File: src/rtl/key_step_accum.sv
// Debounced pushbutton step accumulator: each clean press adds 1 or 2 to an 8-bit total.
// Optional macro KEY_STEP_ACCUM_SATURATE_EN clamps an overflowing add at 255 instead of wrapping.
module key_step_accum #(
    parameter int DEBOUNCE_CYCLES = 250000
) (
    input  logic       CLOCK_50,
    input  logic       RESET,
    input  logic       KEY_N,
    input  logic       STEP_SEL,
    output logic [7:0] SUM,
    output logic       SUM_VALID,
    output logic       OVF,
    output logic [1:0] DBG_STATE
);

    localparam int CW = $clog2(DEBOUNCE_CYCLES);
    localparam logic [CW-1:0] CNT_LAST = CW'(DEBOUNCE_CYCLES - 1);

    typedef enum logic [1:0] {
        IDLE         = 2'd0,
        PRESS_WAIT   = 2'd1,
        HELD         = 2'd2,
        RELEASE_WAIT = 2'd3
    } state_t;

    logic          key_meta_q;
    logic          key_sync_q;
    logic          sel_meta_q;
    logic          sel_sync_q;
    state_t        state_q;
    logic [CW-1:0] cnt_q;
    logic [7:0]    sum_q;
    logic          valid_q;
    logic          ovf_q;

    logic          pressed_s;
    logic [8:0]    sum_ext_d;
    logic [7:0]    sum_d;

    always_comb begin
        pressed_s = ~key_sync_q;
        sum_ext_d = {1'b0, sum_q} + (sel_sync_q ? 9'd2 : 9'd1);
`ifdef KEY_STEP_ACCUM_SATURATE_EN
        sum_d     = sum_ext_d[8] ? 8'hFF : sum_ext_d[7:0];
`else
        sum_d     = sum_ext_d[7:0];
`endif
    end

    // Reset lands in RELEASE_WAIT so a key held through reset must be released and re-pressed.
    always_ff @(posedge CLOCK_50) begin
        if (RESET) begin
            key_meta_q <= 1'b1;
            key_sync_q <= 1'b1;
            sel_meta_q <= 1'b1;
            sel_sync_q <= 1'b1;
            state_q    <= RELEASE_WAIT;
            cnt_q      <= '0;
            sum_q      <= 8'd0;
            valid_q    <= 1'b0;
            ovf_q      <= 1'b0;
        end else begin
            key_meta_q <= KEY_N;
            key_sync_q <= key_meta_q;
            sel_meta_q <= STEP_SEL;
            sel_sync_q <= sel_meta_q;
            valid_q    <= 1'b0;
            case (state_q)
                IDLE: begin
                    if (pressed_s) begin
                        state_q <= PRESS_WAIT;
                        cnt_q   <= '0;
                    end
                end
                PRESS_WAIT: begin
                    if (!pressed_s) begin
                        state_q <= IDLE;
                    end else if (cnt_q == CNT_LAST) begin
                        state_q <= HELD;
                        sum_q   <= sum_d;
                        valid_q <= 1'b1;
                        if (sum_ext_d[8]) ovf_q <= 1'b1;
                    end else begin
                        cnt_q <= cnt_q + CW'(1);
                    end
                end
                HELD: begin
                    if (!pressed_s) begin
                        state_q <= RELEASE_WAIT;
                        cnt_q   <= '0;
                    end
                end
                RELEASE_WAIT: begin
                    if (pressed_s) begin
                        state_q <= HELD;
                    end else if (cnt_q == CNT_LAST) begin
                        state_q <= IDLE;
                    end else begin
                        cnt_q <= cnt_q + CW'(1);
                    end
                end
                default: state_q <= IDLE;
            endcase
        end
    end

    assign SUM       = sum_q;
    assign SUM_VALID = valid_q;
    assign OVF       = ovf_q;
    assign DBG_STATE = state_q;

endmodule

File: config.mk
export PLATFORM = sky130hd
export DESIGN_NAME = key_step_accum
export DESIGN_NICKNAME = d
export VERILOG_FILES = /design/src/rtl/key_step_accum.sv
export SDC_FILE = /design/constraint.sdc
export NUM_CORES = 1
export LEC_CHECK = 0
export CAP_MARGIN = 0
export CELL_PAD_IN_SITES_DETAIL_PLACEMENT = 2
export CELL_PAD_IN_SITES_GLOBAL_PLACEMENT = 2
export CORE_MARGIN = 4
export CORE_UTILIZATION = 36
export DETAILED_ROUTE_END_ITERATION = 10
export GPL_TIMING_DRIVEN = 0
export MAX_ROUTING_LAYER = met4
export PLACE_DENSITY = 0.87
export SYNTH_ARGS = -nofsm -noshare
export SYNTH_HDL_FRONTEND = slang
export SYNTH_SLANG_ARGS = --single-unit
File: constraint.sdc
create_clock -name CLOCK_50 -period 2 [get_ports CLOCK_50]
set_clock_uncertainty 0.15 [all_clocks]
set_input_delay 0.3 -clock CLOCK_50 [delete_from_list [all_inputs] [get_ports CLOCK_50]]
set_output_delay 0.3 -clock CLOCK_50 [all_outputs]
set_load 0.01 [all_outputs]
# After elaboration in Yosys (flattened, before gate mapping)
# Index checks and enable logic that the tools add are counted.
# totals
ff_bits,34
elab_cells,44
in_bits,4
out_inout_bits,12
# classes
bitwise_logic,2
mux,15
add_sub_neg,2
reduce_logical,6
n_eq_ne,10
# ops
operator,count
two-way mux 18 bit,5
one-hot mux 18 bit (4 select lines),1
"adder 18 x 1 -> 18 bit, second input constant",1
"equality test 18 bit, second input constant",1
two-way mux 2 bit,7
AND reduction 4 bit,3
adder 8 x 2 -> 9 bit,1
"!= test 2 bit, second input constant",4
one-hot mux 2 bit (4 select lines),1
"!= test 3 bit, second input constant",2
"equality test 2 bit, second input constant",2
AND reduction 3 bit,1
OR reduction 3 bit,1
"equality test 2 x 1 -> 1 bit, second input constant",1
zero test 2 bit,1
NOT 1 bit,2
two-way mux 1 bit,1

# Depth between registers and ports, before layout
# Gate-level depths: netlist of run 1.
# logic_depth
ltp_word,4
ltp_mapped,6

# Worst setup path after synthesis of run 1
# No wires, ideal clock.
# synth_timing
path_type,flip-flop to flip-flop
from,register state_q[0] (netlist: DBG_STATE[0])
to,register sum_q[6] (netlist: SUM[6])
stages_incl_launch_ff,6
slack_ns,0.185
n_path_buf,1
synth_period_minus_slack_ns,1.815
required_ns,1.727
setup_time_ns,0.123
arrival_time_ns,1.542
cell_sequence,dfxtp_1 buf_4 nor4b_2 nand4_2 nor3_2 mux2_1
# synth_via
elab_chain_cells,2
# synth_lines
item,line_no,source
from (decl),30,state_t state_q;
from (signal assigned),57,state_q <= RELEASE_WAIT;
from (signal assigned),71,state_q <= PRESS_WAIT;
from (signal assigned),77,state_q <= IDLE;
equality test 2 x 1 -> 1 bit,68,case (state_q)
AND reduction 3 bit (no source line),--,
to (signal assigned),80,sum_q <= sum_d;
to (decl),32,logic [7:0] sum_q;
# No other way between the ends.
# A chain may end at the register's enable or synchronous reset.

# Worst setup path after layout of run 1
# layout_timing
from,register cnt_q[8]
to,register sum_q[6] (netlist: SUM[6])
# layout_via
elab_chain_cells,2
# layout_lines
item,line_no,source
from (decl),31,logic [CW-1:0] cnt_q;
from (signal assigned),84,cnt_q <= cnt_q + CW'(1);
from (signal assigned),99,cnt_q <= cnt_q + CW'(1);
equality test 18 bit,78,end else if (cnt_q == CNT_LAST) begin
AND reduction 3 bit (no source line),--,
# No other way between the ends.

==> results.yml, run 1 <==
outcome:
  status: "completed"
finish:
  drive_gt1_share_pct: 21.5
  insertedDiodeCount: 0
  finalNonFillerCells: 303
  final_util_pct: 46.2
  fin_nets: 240
  regArea_sq_um: 694
  fin_area_sq_um: 2380
  n_fill_cell: 579
  multi_input_area_sq_um: 1210
  area_growth_pct: 24.0
logic_synthesis:
  ys_seq_area_share_pct: 35.5
  synth_edf_count: 0
  synth_area_sq_um: 1920
  synthArstFlopShare_pct: 0
  ys.flop_type: "dfxtp_1"
  ys.warnings.count: 0
  synth.distinct_cells: 59
  synth_top_area_share_pct: 35.5
  synth.area.top_cells: "dfxtp_1, nand3_1, o21ai_0"
  ys_ff_latch: 34
  avgSynthCellArea_sq_um: 9.12
  postSynthCellCount: 210
  synth.net_count: 218
  yosysTopAreaCell: "dfxtp_1"
cts:
  cts_buffers: 5
  clk_pin_slew_ns: 0.08
  cts_buffer_depth: 2
  htreeDepth: 2
  clock_latency_ns: 0.30
  cts_sinks: 34
  ctsHoldBuffers: 0
  tritoncts: "done"
  clock-root-buffer: "clkbuf_8"
global_route:
  grt_usage_pct: 21.4
  grt_max_degree: 12
  antenna_found_initial: 0
  grt_pass1_vias: 1936
  grt_overflow_total: 0
  grt_pass1_wl_mm: 10.3
pwr:
  pwr_density_cell_nw_per_um2: 675
  p_leak_uw: 0.000854
  peakVddDrop_mv: 0.320
setup_path:
  rrSetupSlack_ns: 0.1
  cp.arrival_ns: 1.93
  start_kind: "flip-flop"
  crit_path_max_fanout: 9
  end_kind: "flip-flop"
  crit_type: "reg -> reg"
  r2r_start: "cnt_q[8]"
  required_ns: 2.03
  r2r-end: "SUM[6]"
  rr_worst_depth: 4
route:
  first_pass_iters: 4
  num_vias: 1809
  post_drt_wl_per_cell_um: 20.1
  viasPerCell: 5.97
  ant_nets: 0
  wl_mm: 6.08
  drt_iter0_markers: 47
  drc: 0
placed_design:
  dp_slack_ns: -0.0936
  io_buffers: 14
  placedCellCount: 294
  dp_hpwl_mm: 4.24
  placed_area_sq_um: 2140
  gp_congestion: 0.801
min_path:
  hold-path-endpoint: "SUM[0]"
  hold_path_depth: 3
  hold_class: "in -> reg"
  hp-start: "RESET"
die:
  start_util_pct: 37.3
  coreArea_sq_um: 5140
  rows: 26
  ioPinCount: 16
  die_area_sq_um: 6550
  die_x_um: 80.9
  die_h_um: 80.9
sta:
  hold_violations: 0
  slew_violations: 0
  setup_ws_ns: 0.0958
  setup_violations: 0
  whs_ns: 0.237
  timing.fmax_mhz: 525
  finalCritPeriodShare_pct: 95.2
  worst_slew_pin_slew_ns: 0.600
  min_period_ns: 1.90
  slew_headroom_pct: 60.0
job:
  drv_cap: 0
-- cell type report --
class / instances / area share, %
Multi-Input combinational cell: 160 / 51.0
Clock inverter: 2 / 2.53
Inverter: 7 / 1.11
Timing Repair Buffer: 15 / 6.21
Buffer: 9 / 2.74
Clock buffer: 6 / 3.48
Sequential cell: 34 / 29.2
Tap cell: 70 / 3.69
-- cell families (layout without fill, tap and decap cells) --
family,Yosys count,after routing,synth area share [%]
AND/OR/NAND/NOR,99,99,34.8
AO/OA/AOI/OAI,48,48,17.0
flip-flops,34,34,35.5
buffers and inverters,16,39,4.44
multiplexers,7,7,3.85
adder cells (fa/ha/maj),4,4,3.00
XOR/XNOR,2,2,1.31
-- placed cells by master, fill, tap and decap left out, types with 3 or more instances in the layout --
master,synthesis,layout
a21oi_1,9,9
a31oi_1,5,5
and3_1,5,5
and4_1,4,4
and4b_1,3,3
buf_4,4,5
clkbuf_8,0,6
clkdlybuf4s50_1,0,14
dfxtp_1,34,25
dfxtp_2,0,8
inv_1,7,7
mux2_1,3,3
mux2i_1,4,4
nand2_1,12,12
nand3_1,16,15
nand4_1,8,8
nor2_1,7,7
nor2b_1,6,6
o21ai_0,12,11
o311ai_0,3,3
o31ai_1,3,3
o41ai_1,4,4
or2_2,7,7
or4_1,3,3
-- layer usage --
| layer | part of all wire, % | vias to the layer above | track usage [%] |
|---|---|---|---|
| li1 | - | 853 | - |
| met1 | 44 | 925 | 25.8 |
| met2 | 52 | 22 | 35.8 |
| met3 | 2.2 | 9 | 3.55 |
| met4 | 1.6 | 0 | 7.94 |
| met5 | 0 | - | - |
-- where the power goes --
| group | leakage (uW) | internal (uW) | switching [uW] | total (uW) |
|---|---|---|---|---|
| registers | 0.000278 | 691 | 21.4 | 712 |
| clock network | 0.0000714 | 532 | 271 | 803 |
| logic | 0.000504 | 36.7 | 51.4 | 88.2 |
-- worst max path at each step --
stage,startpoint,endpoint,slack (ns)
after floorplan,DBG_STATE[0],SUM[6],0.18
after global placement,cnt_q[8],SUM[6],-0.08
after detailed placement,cnt_q[0],SUM[6],-0.09
after CTS,cnt_q[5],SUM[6],0.008
after global routing,cnt_q[11],cnt_q[17],-0.02
final,cnt_q[8],SUM[6],0.1
-- cell usage after synthesis (3+ instances only) --
cell type	number
a21oi_1	9
a31oi_1	5
and3_1	5
and4_1	4
and4b_1	3
buf_4	4
dfxtp_1	34
ha_1	3
inv_1	7
mux2_1	3
mux2i_1	4
nand2_1	12
nand3_1	16
nand4_1	8
nor2_1	7
nor2b_1	6
o21ai_0	12
o311ai_0	3
o31ai_1	3
o41ai_1	4
or2_2	7
or4_1	3
-- worst max-delay path, cell delays in order, from the launching register on --
cell and delay, ns:
dfxtp_1 0.42, nor4b_4 0.37, nand3_2 0.25, nor3_2 0.27
mux2_1 0.34
-- metrics by stage --
stage | TNS [ns] | power, uW
3_5_place_dp | -0.115 | 806
5_1_grt | -0.0213 | 1660
2_1_floorplan | 0 | 773
3_3_place_gp | -0.0903 | 799
6_report | 0 | 1600
4_1_cts | 0 | 1600
-- flip-flops by register name, indices dropped and copies added (netlist names), named ones only --
name and count:
sel_sync_q 1, SUM_VALID 1, key_sync_q 1, SUM 8, DBG_STATE 1, sel_meta_q 1
cnt_q 18, key_meta_q 1, OVF 1
-- timing repair --
action / in CTS / in global routing
pin swaps: 2 / 1
buffers inserted: 1 / 0
endpoints found under the hold margin: 0 / 0
gates resized for setup: 3 / 18
setup endpoints to repair: 5 / 11
No activity file was read; power rests on OpenSTA's default activity.
==> run 2, diff against run 1 <==
--- a/config.mk
+++ b/config.mk
@@ -5,13 +5,12 @@
 export SDC_FILE = /design/constraint.sdc
 export NUM_CORES = 1
 export LEC_CHECK = 0
-export CAP_MARGIN = 0
 export CELL_PAD_IN_SITES_DETAIL_PLACEMENT = 2
 export CELL_PAD_IN_SITES_GLOBAL_PLACEMENT = 2
 export CORE_MARGIN = 4
 export CORE_UTILIZATION = 36
 export DETAILED_ROUTE_END_ITERATION = 10
-export GPL_TIMING_DRIVEN = 0
+export GPL_TIMING_DRIVEN = 1
 export MAX_ROUTING_LAYER = met4
 export PLACE_DENSITY = 0.87
 export SYNTH_ARGS = -nofsm -noshare
==> results.yml, run 2 (synthesized netlist as in run 1, its figures left out) <==
route:
  wl_mm: 7.10
  ant_nets: 0
  num_vias: 1880
  drc: 0
  post_drt_wl_per_cell_um: 22.3
  viasPerCell: 5.89
  first_pass_iters: 4
  drt_iter0_markers: 126
finish:
  insertedDiodeCount: 0
  fin_nets: 256
  final_common_cell: "dfxtp_1"
  drive_gt1_share_pct: 24.1
  final_util_pct: 47.7
  n_fill_cell: 574
  largest_reg_flops: 18
  area_growth_pct: 27.9
  final_cell_mix: "dfxtp_1, buf_4, nand3_1, clkdlybuf4s50_1, o21ai_0"
  finalNonFillerCells: 319
  max_flop_register: "cnt_q"
sta:
  worst_slew_pin_slew_ns: 0.417
  slew_violations: 0
  min_period_ns: 2.05
  slew_headroom_pct: 72.2
  rsz0062_at_grt: "true"
  hold_violations: 0
  setup_violations: 2
  setup_ws_ns: -0.0464
  whs_ns: 0.271
  timing.fmax_mhz: 489
  finalCritPeriodShare_pct: 102
min_path:
  hold_class: "reg -> reg"
global_route:
  grt_max_degree: 17
  antenna_found_initial: 0
  grt_overflow_total: 0
  grt_pass1_vias: 2149
  grt_pass1_wl_mm: 11.3
  grt_usage_pct: 23.3
pwr:
  p_leak_uw: 0.000936
  peakVddDrop_mv: 0.363
  switchingPower_uw: 354
  clockPowerShare_pct: 40.6
  switching_share_pct: 25.8
  pwr-share-comb_pct: 8.2
  seqPwrFrac_pct: 51.3
  pwr_density_cell_nw_per_um2: 559
  p_int_uw: 1020
die:
  die_h_um: 80.9
  rows: 26
  coreArea_sq_um: 5140
  start_util_pct: 37.3
  die_area_sq_um: 6550
  die_x_um: 80.9
  ioPinCount: 16
setup_path:
  slowest_delay_ns: 0.58
  cp.arrival_ns: 2.10
  required_ns: 2.05
  crit_path_max_fanout: 7
  crit_type: "reg -> reg"
  rrSetupSlack_ns: -0.05
  crit_slowest_cell: "or4b_4"
  end_kind: "flip-flop"
  critical_path.cell_chain: "buf_4 > or4b_4 > buf_12 > nor3_4 > a221oi_1 > mux2i_1"
  start_kind: "flip-flop"
cts:
  htreeDepth: 2
  tritoncts: "done"
  clk_pin_slew_ns: 0.08
  cts_buffers: 5
  clock_latency_ns: 0.29
  cts_sinks: 34
  clock-root-buffer: "clkbuf_8"
  ctsHoldBuffers: 0
  cts_buffer_depth: 2
placed_design:
  placedCellCount: 310
  dp_hpwl_mm: 4.87
  gp_congestion: 0.768
  io_buffers: 15
outcome:
  status: "finished with violations"
  failed_checks: "negative setup slack"
job:
  drv_cap: 0
-- run 2: changes by cell type in the layout (fill, tap and decap cells not counted), sizes merged --
cell and delta:
buf +17, clkinv +1, clkdlybuf4s50 +1, bufinv -2, clkbuf -1
-- run 2: through the flow --
| stage | TNS [ns] | power, uW | instance area, sq um | setup slack [ns] |
|---|---|---|---|---|
| finish | -0.0530 | 1370 | 2450 | -0.0464 |
| CTS | 0 | 1370 | 2370 | 0.0286 |
| global route | -0.419 | 1420 | 2450 | -0.121 |
| floorplan | 0 | 773 | 1920 | 0.185 |
| detailed placement | -0.117 | 823 | 2270 | -0.0504 |
| global placement | 0 | 813 | 2270 | 0.0589 |
-- run 2: final cells by class --
| cell class | instances | area [sq um] | share of cell area, % |
|---|---|---|---|
| inverter | 7 | 26.3 | 1.07 |
| tap | 70 | 87.6 | 3.58 |
| multi-input combinational | 160 | 1210 | 49.4 |
| clock buffer | 7 | 86.3 | 3.52 |
| clock inverter | 1 | 5.00 | 0.204 |
| timing repair buffer | 40 | 350 | 14.3 |
| sequential | 34 | 683 | 27.9 |
-- run 2: path summary, 6_finish.rpt --
path | start | endpoint | cells after the start
setup / recovery | cnt_q[9] | cnt_q[12] | 6
hold / removal | key_meta_q | key_sync_q | 1
setup reg to reg | cnt_q[9] | cnt_q[12] | 6
hold reg to reg | key_meta_q | key_sync_q | 1
-- run 2: worst max-delay path, delay by kind of cell (launching register included) --
| family | cells | cell delay [ns] |
|---|---|---|
| buffers and inverters | 2 | 0.32 |
| AND/OR/NAND/NOR | 2 | 0.80 |
| AO/OA/AOI/OAI | 1 | 0.14 |
| multiplexers | 1 | 0.21 |
| flip-flops | 1 | 0.34 |
-- run 2: routing by layer --
metal	track usage (%)	routed length, um	up-vias
met1	26.1	3000	964
met3	4.10	156	10
li1	-	-	882
met5	-	0	-
met2	41.5	3820	24
met4	8.28	122	0
-- run 2: power groups by stage --
| stage | Clock [uW] | Combinational (uW) | Sequential (uW) |
|---|---|---|---|
| CTS | 560 | 109 | 701 |
| floorplan | 0 | 55.7 | 717 |
| detailed placement | 0 | 106 | 717 |
| finish | 556 | 112 | 702 |
| global route | 596 | 123 | 704 |
| global placement | 0 | 98.6 | 715 |
-- run 2: repair_timing --
action,in CTS,in global routing
resized for setup,1,12
pin swaps,0,5
hold endpoints to repair,0,0
endpoints found under the setup margin,1,7
setup buffers,0,1
==> run 3, diff against run 2 <==
--- a/config.mk
+++ b/config.mk
@@ -5,6 +5,7 @@
 export SDC_FILE = /design/constraint.sdc
 export NUM_CORES = 1
 export LEC_CHECK = 0
+export CAP_MARGIN = 20
 export CELL_PAD_IN_SITES_DETAIL_PLACEMENT = 2
 export CELL_PAD_IN_SITES_GLOBAL_PLACEMENT = 2
 export CORE_MARGIN = 4
==> results of run 3 <==
The final DEF is identical to that of run 2; final timing and power are the same.
